==> src/rtl/calc_sequencer_pkg.sv <==
// calc_sequencer_pkg: shared FSM encoding and default datapath width
package calc_sequencer_pkg;
  localparam int WIDTH_DEF = 8;
  typedef enum logic [1:0] {
    IDLE = 2'd0,
    EXEC = 2'd1,
    FIX  = 2'd2,
    SHOW = 2'd3
  } state_t;
endpackage

==> src/rtl/calc_sequencer_btn_pulse.sv <==
// btn_pulse: synchronize, debounce and one-shot a raw button on its accepted press
module btn_pulse #(
  parameter int DEBOUNCE_CNT = 100000
) (
  input  logic clk,
  input  logic rst,
  input  logic raw,
  output logic pulse
);
  localparam int CW = $clog2(DEBOUNCE_CNT + 1);
  logic [1:0] sync;
  logic deb;
  logic [CW-1:0] cnt;
  logic hit;
  assign hit = (sync[1] != deb) && (cnt == CW'(DEBOUNCE_CNT - 1));
  // synchronizer, stability counter, debounced level and rising-edge pulse
  always_ff @(posedge clk or posedge rst) begin
    if (rst) begin
      sync  <= '0;
      cnt   <= '0;
      deb   <= 1'b0;
      pulse <= 1'b0;
    end else begin
      sync  <= {sync[0], raw};
      cnt   <= (sync[1] == deb || hit) ? '0 : cnt + 1'b1;
      deb   <= hit ? ~deb : deb;
      pulse <= hit & ~deb;
    end
  end
endmodule

==> src/rtl/calc_sequencer.sv <==
// calc_sequencer: operand capture and shared-adder scheduling for the add/sub calculator
module calc_sequencer
  import calc_sequencer_pkg::*;
#(
  parameter int WIDTH        = WIDTH_DEF,
  parameter int DEBOUNCE_CNT = 100000
) (
  input  logic             clk,
  input  logic             rst,
  input  logic [WIDTH-1:0] sw,
  input  logic             op_sub,
  input  logic             btn_a,
  input  logic             btn_b,
  input  logic             btn_go,
  output logic [WIDTH-1:0] add_a,
  output logic [WIDTH-1:0] add_b,
  output logic             add_sub,
  input  logic [WIDTH-1:0] add_s,
  input  logic             add_cout,
  output logic [WIDTH-1:0] reg_a,
  output logic [WIDTH-1:0] reg_b,
  output logic [WIDTH-1:0] result,
  output logic             result_valid,
  output logic             neg,
  output logic             ovf,
  output logic             busy
);
  state_t state, next;
  logic pulse_a, pulse_b, pulse_go;
  logic a_ok, b_ok, sub;
  logic idle_show, load, start, borrow;

  btn_pulse #(.DEBOUNCE_CNT(DEBOUNCE_CNT)) u_btn_a  (.clk(clk), .rst(rst), .raw(btn_a),  .pulse(pulse_a));
  btn_pulse #(.DEBOUNCE_CNT(DEBOUNCE_CNT)) u_btn_b  (.clk(clk), .rst(rst), .raw(btn_b),  .pulse(pulse_b));
  btn_pulse #(.DEBOUNCE_CNT(DEBOUNCE_CNT)) u_btn_go (.clk(clk), .rst(rst), .raw(btn_go), .pulse(pulse_go));

  assign idle_show    = (state == IDLE) || (state == SHOW);
  assign load         = pulse_a | pulse_b;
  assign start        = idle_show & pulse_go & a_ok & b_ok & ~load;
  assign borrow       = sub & ~add_cout;
  assign result_valid = (state == SHOW);
  assign busy         = (state == EXEC) || (state == FIX);

  // state register
  always_ff @(posedge clk or posedge rst) begin
    if (rst) state <= IDLE;
    else     state <= next;
  end

  // next state and adder operand steering; FIX swaps operands to get |A-B|
  always_comb begin
    next    = state;
    add_a   = reg_a;
    add_b   = reg_b;
    add_sub = op_sub;
    case (state)
      IDLE, SHOW: next = load ? IDLE : (start ? EXEC : state);
      EXEC: begin
        add_sub = sub;
        next    = borrow ? FIX : SHOW;
      end
      FIX: begin
        add_a   = reg_b;
        add_b   = reg_a;
        add_sub = 1'b1;
        next    = SHOW;
      end
      default: next = IDLE;
    endcase
  end

  // operand registers, latched op and result/flag capture
  always_ff @(posedge clk or posedge rst) begin
    if (rst) begin
      reg_a  <= '0;
      reg_b  <= '0;
      a_ok   <= 1'b0;
      b_ok   <= 1'b0;
      sub    <= 1'b0;
      result <= '0;
      neg    <= 1'b0;
      ovf    <= 1'b0;
    end else begin
      if (idle_show && pulse_a) begin
        reg_a <= sw;
        a_ok  <= 1'b1;
      end
      if (idle_show && pulse_b) begin
        reg_b <= sw;
        b_ok  <= 1'b1;
      end
      if (start) sub <= op_sub;
      if (state == SHOW && load) begin
        neg <= 1'b0;
        ovf <= 1'b0;
      end
      if (state == EXEC && !borrow) begin
        result <= add_s;
        neg    <= 1'b0;
        ovf    <= ~sub & add_cout;
      end
      if (state == FIX) begin
        result <= add_s;
        neg    <= 1'b1;
        ovf    <= 1'b0;
      end
    end
  end
endmodule

==> config.mk <==
export PLATFORM = sky130hd
export DESIGN_NAME = calc_sequencer
export DESIGN_NICKNAME = d
export VERILOG_FILES = /design/src/rtl/calc_sequencer_pkg.sv /design/src/rtl/calc_sequencer_btn_pulse.sv /design/src/rtl/calc_sequencer.sv
export SDC_FILE = /design/constraint.sdc
export NUM_CORES = 1
export LEC_CHECK = 0
export ABC_AREA = 1
export BUFFER_PORTS_ARGS = -buffer_cell sky130_fd_sc_hd__buf_2
export CORE_MARGIN = 4
export CORE_UTILIZATION = 50
export CTS_CLUSTER_DIAMETER = 120
export CTS_CLUSTER_SIZE = 25
export DETAILED_ROUTE_END_ITERATION = 8
export GPL_TIMING_DRIVEN = 0
export PLACE_DENSITY = 0.71
export SLEW_MARGIN = 20
export SYNTH_ARGS = -nofsm -noshare
export SYNTH_HDL_FRONTEND = slang
export SYNTH_SLANG_ARGS = --single-unit
==> constraint.sdc <==
create_clock -name clk -period 4.05 [get_ports clk]
set_clock_uncertainty 0.05 [all_clocks]
set_input_delay 0.405 -clock clk [delete_from_list [all_inputs] [get_ports clk]]
set_output_delay 0.405 -clock clk [all_outputs]
set_load 0.01 [all_outputs]
==> results list, run 1 <==
- Status: finished, final reports clean
* FMAX: 415 MHz
- Minimum period implied by the final worst setup slack: about 2.4 ns
- Sorting the synthesized cells by how often they occur yields sky130_fd_sc_hd__nand2_1, sky130_fd_sc_hd__dfrtp_1, sky130_fd_sc_hd__nor2_1, sky130_fd_sc_hd__inv_1, sky130_fd_sc_hd__o21ai_0.
* Syn. warnings: 0
- After floorplanning, the core was sized to cover slightly above 9000 um2.
- Most used DFF post-synth: sky130_fd_sc_hd__dfrtp_1
- The final-report hold violation count came to 0.
* Class of the most critical setup path: flip-flop to output pin
* Transition time at the pin with the least slew margin: ~0.44 ns
- The count of nets left with antenna violations once routing finished came out at 0.
* Deepest level of the CTS H-tree: 3
* Number of max-slew violations in the final report: 0
* Cell taking the most area after synthesis: sky130_fd_sc_hd__dfrtp_1
* Total of buffers placed on input and output ports: 67
- Number of unique standard cell types used by synthesis: 27
- Number of fill cells in the layout: 820
- Routability-driven placement finished with a final weighted congestion of around 0.90.
- Relative to the synthesized area, the layout overhead comes to 15.4%.
- Area of all sequential standard cells: around 2400 um2
- Among all cell types in the netlist, the one instantiated most often is sky130_fd_sc_hd__nand2_1.
* Post-synthesis instance area: about 4800 um2
- Top area cells in the synthesized netlist: sky130_fd_sc_hd__dfrtp_1, sky130_fd_sc_hd__nand2_1, sky130_fd_sc_hd__nor2_1
- After synthesis, the share of flip-flops with an asynchronous set or reset is 100%.
- Vias in the first global route: 3988
- DIE AREA: 11300 um2
- Number of standard cells after synthesis: ~620
- Layout net count: between 700 and 800
* Number of buffers between clock root and the deepest sink: 2
- Top-area cell type share of the netlist area: ~49%
* CTS clk-pin slew, worst paths: roughly 0.09 ns
- Crit path max fanout: 10
* Post-route setup slack: 1.64 ns
- Wire length of the first global-routing pass: 17.8 mm
- Across every metal layer, demand over resource in global routing totals 19.3%.
* Starting Density: 51.8%
- Worst-case register-to-register setup slack: 2.24 ns
- Number of flops mapped to enable cells by yosys: 0
- Detailed-routing iteration count for the pre-antenna-repair pass: 6
- Data arrival time of the critical path: between 1.5 and 2 ns
- Starting DRC count in detailed routing: 250
* Final core utilization: between 50% and 60%
- Average wire per standard cell: approximately 12 um
- Detailed placement ended at an HPWL of 7.56 mm.
* Worst min path class: primary input to flip-flop
* Total wire length: 10.3 mm
* Fraction of the yosys area taken by sequential cells: between 40% and 50%
- The floorplan has 35 rows.
- The worst setup path is captured at an output pin.
- Area used by multi-input combinational logic: around 2100 um2
- Post-DR vias/cell: 4.96
- For this run the aggregate overflow at the end of global routing stands at 0.
- RSZ-0062 raised after global routing: false
- Adding up every negative setup slack in the final design gives 0 ns.
- IR analysis of the VDD net gives a maximum drop of 0.244 mV.
- When the netlist entered floorplanning its net count stood at approximately 650.
* Detailed-route DRC error count: 0
- Final antenna diode count: 0
- Maximum number of pins on one net before global-route repair: 63
* Cell leakage power: approximately 2.8 nW
- At the later pin of the worst-skew pair, clock insertion delay measures 0.36 ns.
* Vias: just over 4000
- The initial antenna violation count was 0.
* Post-placement worst setup slack: ~2 ns
- Averaged over all synthesized cells, the footprint is ~7.8 um2.
* Critical path required time: between 3 and 4 ns
- The cell sitting at the root of the clock tree is a sky130_fd_sc_hd__clkbuf_8.
- Setup violations remaining at the end of the flow were counted as 0.
- The die is roughly 110 um wide.
- Synthesis inferred 94 register bits.
- Clock tree synthesis inserted a total of 9 buffers.
- P per Cell Area: between 400 and 500 nW/um2
- In this run the count of I/O pins placed on the die edge is around 70.
* Number of max-cap violations: 0
- CTS sink cnt: 94
- In this run the tightest slew margin relative to its limit is a little over 70%.
* Total chip power: 2.38 mW
- In this run the vertical extent of the chip is ~110 um.
- Portion of the clock cycle consumed by the worst path in the final layout: around three fifths
- TritonCTS built the clock tree.
* Share of final-layout standard cells stronger than drive strength 1: 18.7%
* Startpoint type of the worst setup path: flip-flop
path summary, 6_finish.rpt:
check,start,depth (start not counted),to
min in group asynchronous,rst,3,u_btn_b.cnt[9]$_DFF_PP0_
max in group asynchronous,rst,4,u_btn_go.cnt[5]$_DFF_PP0_
max,state[0]$_DFFE_PP0P_,7,add_b[1]
max reg2reg,state[0]$_DFFE_PP0P_,5,reg_a[6]$_DFFE_PP0P_
min reg2reg,u_btn_a.sync[0]$_DFF_PP0_,0,u_btn_a.sync[1]$_DFF_PP0_
min,btn_go,1,u_btn_go.sync[0]$_DFF_PP0_
cell families (layout without fill, tap and decap cells):
group | after synthesis | after routing | synth area share, %
adders and majority gates | 6 | 6 | 1.55
buffers and inverters | 86 | 171 | 7.46
xor gates and xnor gates | 19 | 19 | 3.45
and+or+nand+nor | 357 | 357 | 32.2
DFF | 94 | 94 | 48.7
AOI/OAI and AO/OA | 60 | 60 | 6.66
repair_timing:
action / 4_1_cts / 5_1_grt
hold buffers: 1 / 0
gates resized for setup: 0 / 0
endpoints found under the hold margin: 32 / 0
buffers inserted: 0 / 0
critical path, cell delays in order, from the launching register on:
cell	delay, ns
sky130_fd_sc_hd__dfrtp_1	0.41
sky130_fd_sc_hd__inv_1	0.08
sky130_fd_sc_hd__ha_1	0.13
sky130_fd_sc_hd__buf_2	0.22
sky130_fd_sc_hd__buf_1	0.39
sky130_fd_sc_hd__nand2_1	0.09
sky130_fd_sc_hd__o21ai_0	0.09
sky130_fd_sc_hd__buf_2	0.16
layout make-up:
| cell class | count | share of cell area (%) |
|---|---|---|
| buffer | 8 | 1.21 |
| multi-input combinational | 442 | 38.0 |
| clock inverter | 5 | 1.17 |
| sequential | 94 | 42.2 |
| clock buffer | 11 | 2.54 |
| inverter | 78 | 5.34 |
| tap | 129 | 2.90 |
| timing repair buffer | 69 | 6.69 |
stage by stage:
step           hold slack, ns  cell area (um2)  cells
5_1_grt                0.0622             5570    836
2_1_floorplan           0.281             4830    622
3_3_place_gp            0.284             5330    818
3_5_place_dp            0.285             5360    819
6_report               0.0915             5570    836
4_1_cts                0.0670             5570    836
cells in the final DEF (no fill, tap or decap):
master                            n
sky130_fd_sc_hd__inv_2            4
sky130_fd_sc_hd__buf_12           1
sky130_fd_sc_hd__o21ai_0         46
sky130_fd_sc_hd__nor3_2           3
sky130_fd_sc_hd__nor2_2          26
sky130_fd_sc_hd__o21bai_1         6
sky130_fd_sc_hd__inv_1           73
sky130_fd_sc_hd__buf_1            1
sky130_fd_sc_hd__nor3_1           2
sky130_fd_sc_hd__nand4_1         13
sky130_fd_sc_hd__buf_8            1
sky130_fd_sc_hd__nand3_1         30
sky130_fd_sc_hd__nand3_2          5
sky130_fd_sc_hd__nand2_4          3
sky130_fd_sc_hd__buf_16           1
sky130_fd_sc_hd__clkbuf_1         3
sky130_fd_sc_hd__nor2_1          87
sky130_fd_sc_hd__buf_2           69
sky130_fd_sc_hd__xor2_1          19
sky130_fd_sc_hd__clkinv_4         1
sky130_fd_sc_hd__nand2_1        187
sky130_fd_sc_hd__nand2_2          1
sky130_fd_sc_hd__bufinv_16        1
sky130_fd_sc_hd__o21ai_2          1
sky130_fd_sc_hd__dlygate4sd3_1    1
sky130_fd_sc_hd__inv_6            4
sky130_fd_sc_hd__ha_1             6
sky130_fd_sc_hd__clkbuf_8        10
sky130_fd_sc_hd__o21ai_1          1
sky130_fd_sc_hd__o211ai_1         1
sky130_fd_sc_hd__dfrtp_1         94
sky130_fd_sc_hd__a21oi_1          5
sky130_fd_sc_hd__buf_6            1
report_power, final:
group	switching (mW)	internal (mW)
combinational	0.438	0.248
clock	0.341	0.311
sequential	0.0384	1.01
total	0.818	1.57
sequential cells by signal, indices dropped and copies added, names as in the netlist, 2 cells and up:
register,flops
result,8
u_btn_b.cnt,17
reg_a,8
state,2
u_btn_go.sync,2
u_btn_a.sync,2
u_btn_go.cnt,17
reg_b,8
u_btn_b.sync,2
u_btn_a.cnt,17
routing by layer:
layer / track usage, % / wire [um] / part of all wire (%)
met5: 0 / 0 / 0
met4: 6.11 / 148 / 1.4
met3: 5.34 / 531 / 5.2
met2: 32.4 / 4950 / 48
met1: 24.3 / 4650 / 45
Note: power is estimated with default switching activity, not from simulation.
==> run 2, diff against run 1 <==
--- a/config.mk
+++ b/config.mk
@@ -13,7 +13,7 @@
 export CTS_CLUSTER_SIZE = 25
 export DETAILED_ROUTE_END_ITERATION = 8
 export GPL_TIMING_DRIVEN = 0
-export PLACE_DENSITY = 0.71
+export PLACE_DENSITY = 0.74
 export SLEW_MARGIN = 20
 export SYNTH_ARGS = -nofsm -noshare
 export SYNTH_HDL_FRONTEND = slang
==> constraint.sdc (replaced) <==
create_clock -name clk -period 2 [get_ports clk]
set_clock_uncertainty 0.05 [all_clocks]
set_input_delay 0.2 -clock clk [delete_from_list [all_inputs] [get_ports clk]]
set_output_delay 0.2 -clock clk [all_outputs]
set_load 0.01 [all_outputs]
==> results list, run 2 (synthesized netlist as in run 1, its figures left out) <==
* Share of final-layout standard cells stronger than drive strength 1: about a fifth
- Total net switching power: about 1.8 mW
- After layout, the minimum clock period comes to 1.94 ns.
- Count of placed standard cells in the final layout, fillers left out: approximately 850
* Deepest level of the CTS H-tree: 3
- The root buffer cell chosen for the clock tree is sky130_fd_sc_hd__clkbuf_8.
- Worst min path class: primary input to flip-flop
* Worst-case register-to-register setup slack: roughly 0.12 ns
- Initial antenna violation count: 0
* Die W: 106 um
- The final-report hold violation count is 0.
* Starting DRC count in detailed routing: around 160
* Total of buffers placed on input and output ports: between 60 and 70
- Cell internal power was estimated by the tool at around 3.2 mW.
* Average wire per standard cell: between 10 and 15 um
- The total overflow left after global routing is 0.
- CTS sink cnt: 94
- Cell leakage power: ~2.9 nW
- Reg-to-reg endpoint: reg_a[4]$_DFFE_PP0P_
- Sequential cells account for a little over two fifths of the total power.
- Total wire length: around 11 mm
- The top cell types in the final layout, fill and taps aside, are sky130_fd_sc_hd__nand2_1, sky130_fd_sc_hd__dfrtp_1, sky130_fd_sc_hd__nor2_1, sky130_fd_sc_hd__inv_1, sky130_fd_sc_hd__buf_2.
- Leaving out fill and tap cells, the most frequent cell in the layout is sky130_fd_sc_hd__nand2_1.
- Comb power frac: about 32%
* Maximum number of pins on one net before global-route repair: 33
- In this run the core area contains 35 standard-cell rows.
* Critical path required time: 1.75 ns
* Area growth from synthesis to layout: 19.3%
* Num ports: 68
- The number of placed instances, taps included, is 821.
- The largest registers in the layout are u_btn_a.cnt x17, u_btn_b.cnt x17, u_btn_go.cnt x17.
* Delay of the slowest cell on the worst path: 0.38 ns
* CTS clk-pin slew, worst paths: ~0.10 ns
- Launch point of the critical path: state[0]$_DFFE_PP0P_
- Total Routing Usage GR: between 10% and 20%
* Worst path depth: 8
* Library cell contributing the largest single delay on the critical path: sky130_fd_sc_hd__dfrtp_1
- Among cell families on the critical path, the largest total delay comes from buffers and inverters.
- P per Cell Area: between 800 and 900 nW/um2
* Layout net count: 748
- Number of buffers added by the clock tree synthesis step: 9
- Area of the placeable core: 9330 um2
- Detailed placement finished with a half-perimeter wire length of 7.80 mm.
- Detailed routing inserted a total of 4237 vias.
- The worst register-to-register path begins at state[0]$_DFFE_PP0P_.
* Tightest slew margin relative to the limit: 72.6%
- Detailed-routing iteration count for the pre-antenna-repair pass: 4
- Of all nets on the critical path, the largest fanout is 10.
- Chip height: around 110 um
- Antenna Violating Nets Remaining: 0
- The layout has 834 filler cells.
- In the routed design, unresolved DRC markers number 0.
- IR analysis of the VDD net gives a maximum drop of approximately 0.4 mV.
* Wire length of the first global-routing pass: ~18 mm
- Data arrival time of the critical path: approximately 1.7 ns
* Class of the most critical setup path: flip-flop to output pin
* Routability congestion estimate: 0.899
- Final Setup Violations: 0
- The number of global-route vias before repair came to 4137.
- For this configuration, the core starts out at a cell density of 51.8%.
- Static timing analysis puts the maximum clock frequency at ~500 MHz.
* Portion of total power attributed to the clock network: 25.3%
- After detailed routing, the number of vias per cell comes to 4.97.
* DIE AREA: between 10000 and 15000 um2
- 0 antenna diodes ended up in the layout.
* Net switching fraction of the power: a little over a third
- TritonCTS clock tree: yes
* Number of max-slew violations in the final report: 0
- In this run the worst setup path terminates at add_a[1].
- The worst setup path is launched from a flip-flop.
* Total chip power: ~5.0 mW
* Skew-Pair Late Insertion Delay: 0.37 ns
- Number of max-cap violations: 0
- Transition time at the pin with the least slew margin: roughly 0.41 ns
- The longest clock path from root to sink contains 2 buffers.
* Status: finished, final reports clean
- The critical path goes through inv_1, ha_1, buf_6, inv_8, buf_8, nand2_1, o21ai_0, buf_2.
- STA classifies the critical path endpoint as an output pin.
- Buffer and inverter count on the worst path: 5
* Portion of the clock cycle consumed by the worst path in the final layout: between 90% and 100%
- Counting cells, the worst reg-to-reg path comes to 5.
==> run 2: cell count changes in the layout (fill, tap and decap cells not counted), sizes merged <==
cell,before,now
buf,74,81
bufinv,1,0
clkbuf,13,11
clkinv,1,3
clkinvlp,0,1
dlygate4sd3,1,11
==> run 2: layout make-up <==
| type | instances | area (um2) | share of cell area (%) |
|---|---|---|---|
| plain buffers | 8 | 87.6 | 1.52 |
| clock buffers | 9 | 124 | 2.15 |
| clock inverters | 7 | 73.8 | 1.28 |
| inverters | 78 | 304 | 5.28 |
| multi-input cells | 442 | 2120 | 36.7 |
| flip-flops and latches | 94 | 2350 | 40.8 |
| well taps | 129 | 161 | 2.80 |
| repair buffers | 86 | 543 | 9.42 |
==> run 2: worst min path at each step <==
| stage | from | endpoint | cells after the start |
|---|---|---|---|
| after CTS | add_s[5] | result[5]$_DFFE_PP0P_ | 3 |
| after global routing | add_s[5] | result[5]$_DFFE_PP0P_ | 3 |
| after global placement | btn_go | u_btn_go.sync[0]$_DFF_PP0_ | 1 |
| after floorplan | btn_a | u_btn_a.sync[0]$_DFF_PP0_ | 0 |
| after detailed placement | rst | u_btn_go.cnt[11]$_DFF_PP0_ | 2 |
| final | add_s[5] | result[5]$_DFFE_PP0P_ | 3 |
==> run 2: per-layer routing <==
| metal | vias up | routed length, um | global-route usage [%] | share of wire (%) |
|---|---|---|---|---|
| met3 | 15 | 423 | 3.52 | 4.0 |
| li1 | 2134 | - | - | - |
| met2 | 84 | 5330 | 35.7 | 50 |
| met5 | - | 0 | 0 | 0 |
| met4 | 0 | 183 | 6.38 | 1.7 |
| met1 | 2004 | 4750 | 24.5 | 44 |
==> run 2: timing repair <==
item,CTS,global route
pin swaps,0,0
hold buffers,11,0
endpoints found under the setup margin,16,16
buffers inserted,2,3
resized for setup,5,8
hold endpoints to repair,45,0
==> run 2: power groups by stage <==
stage / Clock, mW / Sequential (mW) / Combinational (mW)
after detailed placement: 0 / 2.16 / 1.41
after floorplan: 0 / 2.19 / 0.793
final: 1.25 / 2.12 / 1.59
after CTS: 1.29 / 2.11 / 1.50
after global placement: 0 / 2.15 / 1.36
after global routing: 1.37 / 2.13 / 1.76
==> run 2: worst reg2reg max path, cell delays in order (launching register included) <==
cell and delay (ns):
sky130_fd_sc_hd__dfrtp_1 0.38, sky130_fd_sc_hd__inv_1 0.08, sky130_fd_sc_hd__ha_1 0.38, sky130_fd_sc_hd__nand2_1 0.29, sky130_fd_sc_hd__clkbuf_1 0.38, sky130_fd_sc_hd__o21ai_0 0.18
==> run 2: per-stage QoR <==
stage / hold WS, ns / util, % / TNS, ns / instance area, um2 / worst slack, ns
floorplan: 0.181 / - / 0 / 4830 / 0.494
global placement: 0.258 / 57.1 / 0 / 5330 / 0.0462
detailed placement: 0.0955 / 57.8 / 0 / 5390 / 0.141
CTS: 0.00966 / 61.4 / 0 / 5720 / 0.00303
global route: 0.00374 / 61.8 / -0.0122 / 5760 / -0.00995
finish: 0.00287 / 61.8 / 0 / 5760 / 0.0586
